<file path="src/rtl/cross_clock_irrevocable_pkg.sv">
// Shared defaults for the toggle-handshake transfer stage.
package cross_clock_irrevocable_pkg;
  localparam int DEF_WIDTH       = 8;
  localparam int DEF_SYNC_STAGES = 2;
endpackage

</file>
<file path="src/rtl/cross_clock_irrevocable_if.sv">
// Producer/consumer valid-ready streams of the transfer stage.
interface cross_clock_irrevocable_if
  import cross_clock_irrevocable_pkg::*;
#(
  parameter int WIDTH = DEF_WIDTH
);
  logic             io_src_valid;
  logic             io_src_ready;
  logic [WIDTH-1:0] io_src_bits;
  logic             io_dst_valid;
  logic             io_dst_ready;
  logic [WIDTH-1:0] io_dst_bits;

  modport master (
    output io_src_valid, io_src_bits, io_dst_ready,
    input  io_src_ready, io_dst_valid, io_dst_bits
  );

  modport slave (
    input  io_src_valid, io_src_bits, io_dst_ready,
    output io_src_ready, io_dst_valid, io_dst_bits
  );
endinterface

</file>
<file path="src/rtl/cross_clock_irrevocable_sync_chain.sv">
// 1-bit flop shift chain, asynchronously cleared.
module sync_chain #(
  parameter int STAGES = 2
) (
  input  logic clock,
  input  logic reset_n,
  input  logic i_d,
  output logic o_q
);
  logic [STAGES-1:0] r_chain;

  always_ff @(posedge clock or negedge reset_n) begin
    if (!reset_n) r_chain <= '0;
    else          r_chain <= {r_chain[STAGES-2:0], i_d};
  end

  assign o_q = r_chain[STAGES-1];
endmodule

</file>
<file path="src/rtl/cross_clock_irrevocable.sv">
// Single-word irrevocable valid/ready stage using a two-phase req/ack toggle pair.
module cross_clock_irrevocable
  import cross_clock_irrevocable_pkg::*;
#(
  parameter int WIDTH       = DEF_WIDTH,
  parameter int SYNC_STAGES = DEF_SYNC_STAGES
) (
  input  logic                      clock,
  input  logic                      reset_n,
  cross_clock_irrevocable_if.slave  io
);
  logic             r_req;
  logic             r_ack;
  logic [WIDTH-1:0] r_hold;
  logic             w_req_sync;
  logic             w_ack_sync;
  logic             w_src_ready;
  logic             w_dst_valid;
  logic             w_src_fire;
  logic             w_dst_fire;

  sync_chain #(.STAGES(SYNC_STAGES)) u_req_sync (
    .clock   (clock),
    .reset_n (reset_n),
    .i_d     (r_req),
    .o_q     (w_req_sync)
  );

  sync_chain #(.STAGES(SYNC_STAGES)) u_ack_sync (
    .clock   (clock),
    .reset_n (reset_n),
    .i_d     (r_ack),
    .o_q     (w_ack_sync)
  );

  // Ready/valid are pure flop compares, so no combinational path crosses the stage.
  assign w_src_ready = (r_req == w_ack_sync);
  assign w_dst_valid = (w_req_sync != r_ack);
  assign w_src_fire  = io.io_src_valid & w_src_ready;
  assign w_dst_fire  = w_dst_valid & io.io_dst_ready;

  // The hold register only loads on accept, which cannot happen while a word is in flight.
  always_ff @(posedge clock or negedge reset_n) begin
    if (!reset_n) begin
      r_req  <= 1'b0;
      r_hold <= '0;
    end else if (w_src_fire) begin
      r_req  <= ~r_req;
      r_hold <= io.io_src_bits;
    end
  end

  always_ff @(posedge clock or negedge reset_n) begin
    if (!reset_n)        r_ack <= 1'b0;
    else if (w_dst_fire) r_ack <= ~r_ack;
  end

  assign io.io_src_ready = w_src_ready;
  assign io.io_dst_valid = w_dst_valid;
  assign io.io_dst_bits  = r_hold;
endmodule

</file>
<file path="src/flat_wrapper.sv">
// flat-port wrapper written by rule: the top's interface ports become plain ports
module cross_clock_irrevocable_flat import cross_clock_irrevocable_pkg::*;
#(
  parameter int WIDTH       = DEF_WIDTH,
  parameter int SYNC_STAGES = DEF_SYNC_STAGES
)
  (clock, reset_n, io_io_src_valid, io_io_src_bits, io_io_dst_ready, io_io_src_ready, io_io_dst_valid, io_io_dst_bits);
  cross_clock_irrevocable_if #(.WIDTH(WIDTH)) io_i ();
  input  logic clock;
  input  logic reset_n;
  input wire logic [$bits(io_i.io_src_valid)-1:0] io_io_src_valid;
  input wire logic [$bits(io_i.io_src_bits)-1:0] io_io_src_bits;
  input wire logic [$bits(io_i.io_dst_ready)-1:0] io_io_dst_ready;
  output wire logic [$bits(io_i.io_src_ready)-1:0] io_io_src_ready;
  output wire logic [$bits(io_i.io_dst_valid)-1:0] io_io_dst_valid;
  output wire logic [$bits(io_i.io_dst_bits)-1:0] io_io_dst_bits;
  assign io_i.io_src_valid = io_io_src_valid;
  assign io_i.io_src_bits = io_io_src_bits;
  assign io_i.io_dst_ready = io_io_dst_ready;
  assign io_io_src_ready = io_i.io_src_ready;
  assign io_io_dst_valid = io_i.io_dst_valid;
  assign io_io_dst_bits = io_i.io_dst_bits;
  cross_clock_irrevocable #(.WIDTH(WIDTH), .SYNC_STAGES(SYNC_STAGES)) u_core (.clock(clock), .reset_n(reset_n), .io(io_i));
endmodule
</file>
<file path="config.mk">
export PLATFORM = sky130hd
export DESIGN_NAME = cross_clock_irrevocable_flat
export DESIGN_NICKNAME = d
export VERILOG_FILES = /design/src/rtl/cross_clock_irrevocable_pkg.sv /design/src/rtl/cross_clock_irrevocable_if.sv /design/src/rtl/cross_clock_irrevocable_sync_chain.sv /design/src/rtl/cross_clock_irrevocable.sv /design/src/flat_wrapper.sv
export SDC_FILE = /design/constraint.sdc
export NUM_CORES = 1
export LEC_CHECK = 0
export BUFFER_PORTS_ARGS = -buffer_cell sky130_fd_sc_hd__buf_2
export CELL_PAD_IN_SITES_DETAIL_PLACEMENT = 0
export CELL_PAD_IN_SITES_GLOBAL_PLACEMENT = 1
export CORE_UTILIZATION = 30
export CTS_CLUSTER_DIAMETER = 60
export DETAILED_ROUTE_END_ITERATION = 7
export PLACE_DENSITY_LB_ADDON = 0.1
export SYNTH_ARGS = -nofsm -noshare
export SYNTH_HDL_FRONTEND = slang
export SYNTH_SLANG_ARGS = --single-unit
</file>
<file path="constraint.sdc">
create_clock -name clock -period 1.58 [get_ports clock]
set_input_delay 0.316 -clock clock [delete_from_list [all_inputs] [get_ports clock]]
set_output_delay 0.316 -clock clock [all_outputs]
set_load 0.01 [all_outputs]
</file>
---- Word level (Yosys, flattened, before mapping) ----
Cells that the tools add are included.
word-level totals
  flip-flop bits (word level) ............. 14
  input port bits ......................... 12
cells by class
  equal/unequal tests ..................... 2
  bitwise gates (word level) .............. 4
operators with widths
  kind                   count
  AND 1 bit              2
  inverter 1 bit         2
  == test 1 bit          1
  inequality test 1 bit  1

---- Depth between registers and ports, before layout ----
  depth in word-level cells ............... 2
  depth in mapped cells ................... 3

---- Modules after synthesis ----
A second synthesis with hierarchy kept.
unflattened totals
  cells, all modules ...................... 28
  area, all modules ....................... 501.7 um^2
modules (own cells, without submodules)
  module                   times used  cells an instance  area an instance (um^2)  sequential area each (um^2)
  cross_clock_irrevocable  1           24                 401.6                    250.2
  sync_chain               2           2                  50.0                     50.0

---- Worst setup path before layout ----
Ideal clock, no wire load.
  path type ............................... flip-flop to flip-flop
  from .................................... register u_core.r_req
  to ...................................... register u_core.r_hold[0], in the netlist u_core.io.io_dst_bits[0]
  library setup time ...................... 125 ps
  arrival time ............................ 1070 ps
  required time ........................... 1455 ps
  slack ................................... 385 ps
  stages on the path, launching flop included .. 4
  buffers on the path ..................... 0
  cells stage by stage .................... dfrtp_1 xnor2_2 nand2_4 mux2_2
on the way
  word-level cells in the longest chain between the ends .. 2
RTL lines
  element                    line                           text
  start: declaration         cross_clock_irrevocable.sv:12  logic r_req;
  start signal: assignment   cross_clock_irrevocable.sv:48  r_req <= ~r_req;
  == test 1 bit              cross_clock_irrevocable.sv:37  assign w_src_ready = (r_req == w_ack_sync);
  named net io_io_src_ready  flat_wrapper.sv:14             output wire logic [$bits(io_i.io_src_ready)-1:0] io_io_src_ready;
  AND 1 bit                  cross_clock_irrevocable.sv:39  assign w_src_fire = io.io_src_valid & w_src_ready;
  end signal: assignment     cross_clock_irrevocable.sv:49  r_hold <= io.io_src_bits;
  end: declaration           cross_clock_irrevocable.sv:14  logic [WIDTH-1:0] r_hold;
The timed path passes the listed nets, and every way through them passes these cells.
A chain may end at the register's enable or synchronous reset.

---- Worst setup path after layout ----
  from .................................... register u_core.r_req
  to ...................................... output port io_io_src_ready
on the way
  word-level cells in the longest chain between the ends .. 1
RTL lines
  element           line
  == test 1 bit     cross_clock_irrevocable.sv:37
  end: declaration  flat_wrapper.sv:14
No other way between the ends.

==> impl_metrics.ini <==
[run_status]
status = finished clean

[timing]
period_needed_ns = 1.41
tns_ns = 0
worst_pin_slew_ns = 0.305
finalHoldViolCount = 0
rsz0062_at_grt = no
clock_skew_ns = 0.00232
slew_viol_final = 0
finalSetupViolations = 0
slew_headroom = 0.796
fmax_mhz = 709
fin_crit_sh = 0.892

[critical_path]
cp-start-kind = flip-flop
crit_chain = xnor2_2 -> buf_2
critPathKind = reg2out
max_stage_delay_ns = 0.43
r2r_start = u_core.r_req
reg2reg_slack_ns = 0.39
critical_path.max_fanout = 3
r2r_end = u_core.io.io_dst_bits[1]
crit_arrival_ns = 1.09
crit_family = flip-flops
critPathSlowestCell = dfrtp_1
critPathBufInv = 1
reg2reg_depth = 3
required_ns = 1.26
startpoint = u_core.r_req
endpoint_kind = primary output

[floorplan]
core-area_um2 = 1520
ios = 22
die_w_um = 42.7
initial_core_util = 0.326
fp-row-count = 14
die_h_um = 42.7
die-area_um2 = 1820

[worst_hold_path]
worstHoldPathType = in2reg
whs_path_depth = 2
min_to = u_core.r_req
hp-start = io_io_src_valid

[cells_and_area]
utilization = 0.438
drive_above_1_share = 0.667
fin_nets = 67
n_antenna_cell = 0
area_growth_syn_to_layout_pct = 34.5
design_area_um2 = 668

[power_and_ir_drop]
power_density_nw_per_um2 = 1810
clockPowerShare = 0.206
p_int_mw = 0.852
switching_power_mw = 0.361
p_seq_frac = 0.466
p_sw_frac = 0.298
power_frac_comb = 0.328
ir_drop_mv = 0.744
leakage_nw = 0.327

[drt]
vias = 309
wire_per_inst_um = 12.0
antenna_left = 0
drc = 0
avgViaCountPerCell = 4.41
first_iter_violations = 1
routed_wl_um = 841
drtPass1Iterations = 4

[grt]
grt_pass1_vias = 354
grt_first_pass_wirelength_um = 1370
grt.total_usage = 0.106
grt_overflow = 0
antenna_found_initial = 0
grt_max_degree = 15

[yosys]
synth_compound_area_frac = 0.0101
ys_top_cells_by_area = dfrtp_1, mux2_2, xnor2_2, nand2_4, xor2_1
synthAdderAreaFrac = 0
yosysTopAreaCell = dfrtp_1
ys_warn_count = 0
syn_area_per_cell_um2 = 17.7
yosys.area_share.simple = 0.0302
synth.area.mux_share = 0.204
yosysUniqueCellTypes = 7
synth-xor-area-share = 0.0504
synth_top_area_frac = 0.705
seq_area_frac_synth = 0.705
syn_area_um2 = 497
syn_inst = 28
yosys_register_bits = 14
syn_nets = 40
synth_top_family_by_area = multiplexers

[placement]
hpwl_um = 641
post_dp_cell_area_um2 = 622
port-buffer-count = 21
gp_routability_congestion = 0.662

[clocking]
max-clock-path-buffers = 2
cts_hold_buf = 1
clock_latency_ns = 0.27
htree_levels = 1
cts-root-buf = clkbuf_4
post_cts.repair.setup_buffers = 0
tritoncts = built
cts.sinks = 14
clk_pin_slew_ns = 0.08
cts_resized = 0
cts_buffers = 3

[job]
drv_cap = 0
## placed cells by master (no fill, tap or decap), drive strengths merged
| master | netlist | routed |
|---|---|---|
| buf | 0 | 21 |
| dfrtp | 14 | 14 |
| mux2 | 9 | 9 |
| clkbuf | 0 | 4 |
| xor2 | 1 | 1 |
| xnor2 | 1 | 1 |
| nand2 | 1 | 1 |
| nor2 | 1 | 1 |
| a21oi | 1 | 1 |
| dlygate4sd3 | 0 | 1 |
## power by group through the flow
stage,registers (mW),clock network (mW),logic (mW)
after global routing,0.586,0.281,0.432
after global placement,0.564,0,0.393
final,0.565,0.250,0.398
after floorplan,0.622,0,0.178
after detailed placement,0.574,0,0.404
after CTS,0.567,0.266,0.406
## kinds of logic after synthesis
family	count (synthesis)
XOR/XNOR	2
multiplexers	9
AND/OR/NAND/NOR	2
AO/OA/AOI/OAI	1
flip-flops	14
## state kept, by name, indices dropped and copies added (netlist names)
register / cells
u_core.u_ack_sync.r_chain: 2
u_core.r_req: 1
u_core.u_req_sync.r_chain: 2
u_core.io.io_dst_bits: 8
u_core.r_ack: 1
## worst max-delay path by stage
stage / endpoint / slack, ns / depth (start not counted)
floorplan: u_core.io.io_dst_bits[0] / 0.39 / 3
CTS: io_io_src_ready / 0.14 / 2
detailed placement: u_core.io.io_dst_bits[1] / 0.39 / 3
global placement: u_core.io.io_dst_bits[3] / 0.41 / 3
finish: io_io_src_ready / 0.17 / 2
global route: io_io_src_ready / 0.11 / 2
## metal layers
metal / vias to the layer above / routed length (um) / part of all wire / GRT usage
met5: - / 0 / 0 / 0
met4: 0 / 0 / 0 / 0.0750
met3: 0 / 42 / 0.050 / 0.0255
met2: 12 / 432 / 0.51 / 0.182
met1: 150 / 366 / 0.44 / 0.111
li1: 147 / - / - / -
## area by class of cell
| class | instances | area, um2 |
|---|---|---|
| Fill cell | 148 | 856 |
| Tap cell | 16 | 20.0 |
| Multi-Input combinational cell | 14 | 146 |
| Sequential cell | 14 | 350 |
| Clock buffer | 4 | 36.3 |
| Timing Repair Buffer | 22 | 115 |
## cells in the mapped netlist (all sizes together)
master	number
a21oi	1
xor2	1
dfrtp	14
xnor2	1
nor2	1
mux2	9
nand2	1
## stage by stage
stage | power [mW] | hold slack (ns) | setup WS (ns) | instances
3_5_place_dp | 0.977 | 0.229 | 0.389 | 65
6_report | 1.21 | 0.269 | 0.170 | 70
2_1_floorplan | 0.800 | 0.0204 | 0.385 | 28
5_1_grt | 1.30 | 0.254 | 0.110 | 70
3_3_place_gp | 0.957 | 0.212 | 0.411 | 65
4_1_cts | 1.24 | 0.259 | 0.139 | 70
No activity file was read; power rests on OpenSTA's default activity.
